<file path="src/rtl/cnn_pkg.sv">
// Shared definitions for the CNN streaming blocks (serial_to_parallel,
// parallel_to_serial).
//
// Contents:
//   DATA_W_DEFAULT  default width of one signed sample
//   NUM_CH          number of samples per group (fixed)
//   idx_t           sample index counter type (2 bits; value 3 is unused)
//   IDX_FIRST       index of channel 0
//   IDX_LAST        index of the final channel in a group
//   next_idx()      advance an index with wrap to channel 0
package cnn_pkg;

    parameter int DATA_W_DEFAULT = 8;
    localparam int NUM_CH = 3;

    typedef logic [1:0] idx_t;

    localparam idx_t IDX_FIRST = 2'd0;
    localparam idx_t IDX_LAST  = idx_t'(NUM_CH - 1);

    // Advance the index by one accepted sample. Wrapping from IDX_LAST goes to
    // channel 0, and the unused code 3 also falls back to channel 0.
    function automatic idx_t next_idx(input idx_t idx);
        idx_t nxt;
        if (idx >= IDX_LAST) begin
            nxt = IDX_FIRST;
        end else begin
            nxt = idx + 2'd1;
        end
        return nxt;
    endfunction

endpackage

</file>
<file path="src/rtl/serial_to_parallel_if.sv">
// Bus bundle between a serial sample source and serial_to_parallel.
//
// Signals:
//   din     serial sample, signed DATA_W (source -> block)
//   vin     sample valid, one sample per cycle while high (source -> block)
//   sof     start-of-group marker, meaningful only with vin (source -> block)
//   dout_0  channel 0 sample of the last completed group (block -> sink)
//   dout_1  channel 1 sample of the last completed group (block -> sink)
//   dout_2  channel 2 sample of the last completed group (block -> sink)
//   vout_0  group-complete pulse, channel 0 (block -> sink)
//   vout_1  group-complete pulse, channel 1 (block -> sink)
//   vout_2  group-complete pulse, channel 2 (block -> sink)
//   err     partial-group-discarded pulse (block -> sink)
//
// Modports:
//   master  the side that drives the serial stream and observes the group
//   slave   the serial_to_parallel block itself
interface serial_to_parallel_if
    import cnn_pkg::*;
#(
    parameter int DATA_W = DATA_W_DEFAULT
);

    logic signed [DATA_W-1:0] din;
    logic                     vin;
    logic                     sof;

    logic signed [DATA_W-1:0] dout_0;
    logic signed [DATA_W-1:0] dout_1;
    logic signed [DATA_W-1:0] dout_2;
    logic                     vout_0;
    logic                     vout_1;
    logic                     vout_2;
    logic                     err;

    modport master (
        output din,
        output vin,
        output sof,
        input  dout_0,
        input  dout_1,
        input  dout_2,
        input  vout_0,
        input  vout_1,
        input  vout_2,
        input  err
    );

    modport slave (
        input  din,
        input  vin,
        input  sof,
        output dout_0,
        output dout_1,
        output dout_2,
        output vout_0,
        output vout_1,
        output vout_2,
        output err
    );

endinterface

</file>
<file path="src/rtl/serial_to_parallel.sv">
// Collects a serial stream of signed samples into groups of NUM_CH (3)
// parallel channels.
//
// Ports:
//   clk  sole clock, all state updates on the rising edge
//   rst  synchronous active-high reset, priority over all inputs
//   bus  serial_to_parallel_if slave modport:
//          din/vin/sof in; dout_0..2, vout_0..2, err out
//
// Behaviour:
//   Each accepted sample (vin=1) is stored in the slot given by the index
//   counter. Channels 0 and 1 wait in buf_0/buf_1; when channel 2 arrives the
//   whole group is moved to dout_0..2 and vout_0..2 pulse for one cycle.
//   A sof on a sample while a group is partly filled discards that partial
//   group, pulses err, and restarts the group with the sof sample as
//   channel 0. There is no backpressure. All outputs are registered.
module serial_to_parallel
    import cnn_pkg::*;
#(
    parameter int DATA_W = DATA_W_DEFAULT
) (
    input logic                clk,
    input logic                rst,
    serial_to_parallel_if.slave bus
);

    idx_t                     idx_q;
    logic signed [DATA_W-1:0] buf_0_q;
    logic signed [DATA_W-1:0] buf_1_q;

    // A group is partly filled only at index 1 or 2; the unused code 3 is
    // treated as empty so a sof there just restarts without an error.
    logic partial;
    assign partial = (idx_q == 2'd1) || (idx_q == 2'd2);

    always_ff @(posedge clk) begin
        if (rst) begin
            idx_q      <= IDX_FIRST;
            buf_0_q    <= '0;
            buf_1_q    <= '0;
            bus.dout_0 <= '0;
            bus.dout_1 <= '0;
            bus.dout_2 <= '0;
            bus.vout_0 <= 1'b0;
            bus.vout_1 <= 1'b0;
            bus.vout_2 <= 1'b0;
            bus.err    <= 1'b0;
        end else begin
            // Pulses are single-cycle; they clear unless set again below.
            bus.vout_0 <= 1'b0;
            bus.vout_1 <= 1'b0;
            bus.vout_2 <= 1'b0;
            bus.err    <= 1'b0;

            if (bus.vin) begin
                if (bus.sof && partial) begin
                    // Resynchronise: drop the partial group, keep this sample.
                    bus.err <= 1'b1;
                    buf_0_q <= bus.din;
                    idx_q   <= 2'd1;
                end else begin
                    case (idx_q)
                        2'd0: begin
                            buf_0_q <= bus.din;
                            idx_q   <= next_idx(idx_q);
                        end
                        2'd1: begin
                            buf_1_q <= bus.din;
                            idx_q   <= next_idx(idx_q);
                        end
                        2'd2: begin
                            bus.dout_0 <= buf_0_q;
                            bus.dout_1 <= buf_1_q;
                            bus.dout_2 <= bus.din;
                            bus.vout_0 <= 1'b1;
                            bus.vout_1 <= 1'b1;
                            bus.vout_2 <= 1'b1;
                            idx_q      <= next_idx(idx_q);
                        end
                        default: begin
                            // Unreachable code 3: recover to channel 0.
                            idx_q <= IDX_FIRST;
                        end
                    endcase
                end
            end
        end
    end

endmodule

</file>
<file path="src/flat_wrapper.sv">
// flat-port wrapper written by rule: the top's interface ports become plain ports
module serial_to_parallel_flat import cnn_pkg::*;
#(
    parameter int DATA_W = DATA_W_DEFAULT
)
  (clk, rst, bus_din, bus_vin, bus_sof, bus_dout_0, bus_dout_1, bus_dout_2, bus_vout_0, bus_vout_1, bus_vout_2, bus_err);
  serial_to_parallel_if #(.DATA_W(DATA_W)) bus_i ();
  input logic clk;
  input logic rst;
  input wire logic [$bits(bus_i.din)-1:0] bus_din;
  input wire logic [$bits(bus_i.vin)-1:0] bus_vin;
  input wire logic [$bits(bus_i.sof)-1:0] bus_sof;
  output wire logic [$bits(bus_i.dout_0)-1:0] bus_dout_0;
  output wire logic [$bits(bus_i.dout_1)-1:0] bus_dout_1;
  output wire logic [$bits(bus_i.dout_2)-1:0] bus_dout_2;
  output wire logic [$bits(bus_i.vout_0)-1:0] bus_vout_0;
  output wire logic [$bits(bus_i.vout_1)-1:0] bus_vout_1;
  output wire logic [$bits(bus_i.vout_2)-1:0] bus_vout_2;
  output wire logic [$bits(bus_i.err)-1:0] bus_err;
  assign bus_i.din = bus_din;
  assign bus_i.vin = bus_vin;
  assign bus_i.sof = bus_sof;
  assign bus_dout_0 = bus_i.dout_0;
  assign bus_dout_1 = bus_i.dout_1;
  assign bus_dout_2 = bus_i.dout_2;
  assign bus_vout_0 = bus_i.vout_0;
  assign bus_vout_1 = bus_i.vout_1;
  assign bus_vout_2 = bus_i.vout_2;
  assign bus_err = bus_i.err;
  serial_to_parallel #(.DATA_W(DATA_W)) u_core (.clk(clk), .rst(rst), .bus(bus_i));
endmodule
</file>
<file path="config.mk">
export PLATFORM = sky130hd
export DESIGN_NAME = serial_to_parallel_flat
export DESIGN_NICKNAME = d
export VERILOG_FILES = /design/src/rtl/cnn_pkg.sv /design/src/rtl/serial_to_parallel_if.sv /design/src/rtl/serial_to_parallel.sv /design/src/flat_wrapper.sv
export SDC_FILE = /design/constraint.sdc
export NUM_CORES = 1
export LEC_CHECK = 0
export CORE_UTILIZATION = 55
export DETAILED_ROUTE_END_ITERATION = 7
export DONT_BUFFER_PORTS = 1
export PLACE_DENSITY = 0.79
export SYNTH_ARGS = -nofsm -noshare
export SYNTH_HDL_FRONTEND = slang
export SYNTH_SLANG_ARGS = --single-unit
</file>
<file path="constraint.sdc">
create_clock -name clk -period 1.4 [get_ports clk]
set_input_delay 0.21 -clock clk [delete_from_list [all_inputs] [get_ports clk]]
set_output_delay 0.21 -clock clk [all_outputs]
set_load 0.05 [all_outputs]
</file>
==> qor.txt <==
Die Y - 59.2 um
Yosys warnings - 0
DP HPWL - 2220 um
TritonCTS Sinks - 44
H-tree lvl count - 2
Final Skew - 0.0143 ns
Number of global-route vias before repair - 1162
Filler cells - 256
Hold crit path type - primary input to flip-flop
Clk_lat worst skew - 0.36 ns
Syn-to-layout area delta - 15.6%
Wirelength per Cell - 15.2 um
Min Tclk post-route - 1.41 ns
Max Buffers Root-to-Sink - 2
Post-Syn Instances - 164
Final Max Slew Viols - 0
Post-synth top cells - nand2b_1 (48), dfxtp_1 (44), mux2i_1 (40), clkbuf_1 (5), ha_1 (4)
Fin area - 0.00208 mm^2
Most used DFF post-synth - dfxtp_1
Run status - complete, but fails checks
Critical path class - flip-flop to flip-flop
Top cell type's share of synthesized area - 0.489
Reg2Reg Depth - 6
Layout net count - 194
DP Area - 0.00187 mm^2
Fraction of layout cells with a size suffix above 1 - 0.180
GR Overflow Total - 0
DIE AREA - 0.00351 mm^2
Synth area leaders - dfxtp_1 (49%), mux2i_1 (22%), nand2b_1 (17%)
Std-Cell Rows - 20
CP Data Arrival Time - 1.69 ns
Critical Path Sink Type - flip-flop
Count of cell types in the netlist - 21
Min-Delay Path Depth - 2
Initial antenna violation count - 0
Area leader, netlist - dfxtp_1
Cell area after synthesis - 0.00180 mm^2
Via count - 1141
Failing checks - setup timing
Largest net degree at the start of global routing - 50
Slew of the pin with the lowest slew margin - 0.529 ns
Cell at the root of the clock tree - clkbuf_4
First-pass GRT wire length - 5510 um
Syn avg cell area - 11.0 um^2
Post-Route WL - 3370 um
TritonCTS clock tree - yes
Final setup margin - -0.0102 ns
Maxcap violations - 0
Die width - 59.2 um
Drt drc - 0
Ports - 40
Final worst path period share - 1.01
Final ANT Viol Nets - 0
Register area share after synthesis - 0.489
TritonCTS Buffers - 5
Clock Pin Slew Worst Setup and Hold Paths - 0.12 ns
Pleak - 0.827 nW
DR iter-0 viols - 41
Pwr/cell area - 1060 mW/mm^2
Setup repair after global routing missed its margin - true
Flops & latches, synth - 44
Max-slew headroom - 0.647
Top-count cell post-synth - nand2b_1
Max VDD drop - 0.892 mV
Number of synthesized flops with an enable pin - 0
Startpoint Class - flip-flop
Min Hold Slack - 0.0226 ns
Placed instance count - 204
Core Area - 0.00308 mm^2
Via-per-instance ratio - 5.14
GRT Overall Usage - 0.221
DRT Pass-1 Iters - 4
Syn_nets - 180
Antenna cell count - 0
Final Hold Viols - 0
Asr flop ratio synth - 0
Routability cong. - 0.720
F_max - 0.709 GHz
Crit-path max FO - 7
PortBufs - 0
WP data required - 1.68 ns
Setup Viol. Count Final - 1
Post-route insts no fill - 222
Initial Utilization - 0.585
cell usage in the layout, fill, tap and decap left out, types with 2 or more instances in the layout:
cell type and instances:
dfxtp_1 42, clkbuf_4 5, clkbuf_8 2, nand3_1 2
buf_4 10, ha_1 3, nand2b_1 48, buf_12 4
dlygate4sd3_1 4, nand2_1 2, dfxtp_2 2, and3_4 2
a21oi_1 2, mux2i_1 39
final timing paths:
check	startpoint	to	slack, ns
setup / recovery	u_core.idx_q[0]	u_core.bus.dout_1[6]	-0.01
hold / removal	rst	u_core.bus.dout_0[7]	0.02
setup reg to reg	u_core.idx_q[0]	u_core.bus.dout_1[6]	-0.01
hold reg to reg	u_core.bus.dout_0[5]	u_core.bus.dout_0[5]	0.49
power breakdown:
| part | total, W | internal (W) | switching (W) |
|---|---|---|---|
| Combinational | 0.000219 | 0.000122 | 0.0000969 |
| Clock | 0.000666 | 0.000285 | 0.000381 |
| Sequential | 0.00132 | 0.00129 | 0.0000309 |
| Total | 0.00220 | 0.00170 | 0.000508 |
routing by layer:
| layer | wire length (um) | GRT usage |
|---|---|---|
| met2 | 1560 | 0.335 |
| met3 | 193 | 0.0808 |
| met5 | 0 | 0 |
| met4 | 89 | 0.129 |
| met1 | 1530 | 0.268 |
critical path, cell delays in order, from the launching register on:
cell     delay (ns)
dfxtp_2        0.36
inv_2          0.05
ha_4           0.25
nand2_4        0.08
and3_4         0.24
buf_12         0.14
mux2i_2        0.21
repair_timing:
action / CTS / global route
setup endpoints to repair: 30 / 34
pin swaps: 2 / 5
hold buffers: 2 / 2
setup buffers: 5 / 2
resized for setup: 3 / 3
hold endpoints to repair: 4 / 1
sequential cells by signal (all words and copies together) (netlist names):
| name | cells |
|---|---|
| u_core.buf_0_q | 8 |
| u_core.buf_1_q | 8 |
| u_core.bus.dout_0 | 8 |
| u_core.bus.dout_1 | 8 |
| u_core.bus.dout_2 | 8 |
| u_core.idx_q | 2 |
| u_core.bus.err | 1 |
| u_core.bus.vout_0 | 1 |
area by class of cell:
type | instances | area, um^2 | area share
Sequential cell | 44 | 883 | 0.424
Multi-Input combinational cell | 106 | 870 | 0.418
Timing Repair Buffer | 18 | 195 | 0.0937
Clock buffer | 7 | 65.1 | 0.0312
Tap cell | 44 | 55.1 | 0.0264
Inverter | 3 | 13.8 | 0.00661
logic make-up after synthesis:
logic type | count (synthesis) | synth area share
flip-flops | 44 | 0.489
buffers and inverters | 14 | 0.0493
AND/OR/NAND/NOR | 58 | 0.197
adder cells (fa/ha/maj) | 4 | 0.0278
AO/OA/AOI/OAI | 4 | 0.0146
multiplexers | 40 | 0.222
stage by stage:
| step | power, W | setup TNS [ns] | worst slack, ns | utilization |
|---|---|---|---|---|
| 2_1_floorplan | 0.00150 | 0 | 0.0154 | - |
| 3_3_place_gp | 0.00151 | -0.00925 | -0.00606 | 0.608 |
| 3_5_place_dp | 0.00152 | -0.625 | -0.0531 | 0.608 |
| 4_1_cts | 0.00220 | 0 | 0.00473 | 0.661 |
| 5_1_grt | 0.00229 | -0.302 | -0.0681 | 0.676 |
| 6_report | 0.00220 | -0.0102 | -0.0102 | 0.676 |
Power figures use the tool's default switching activity.
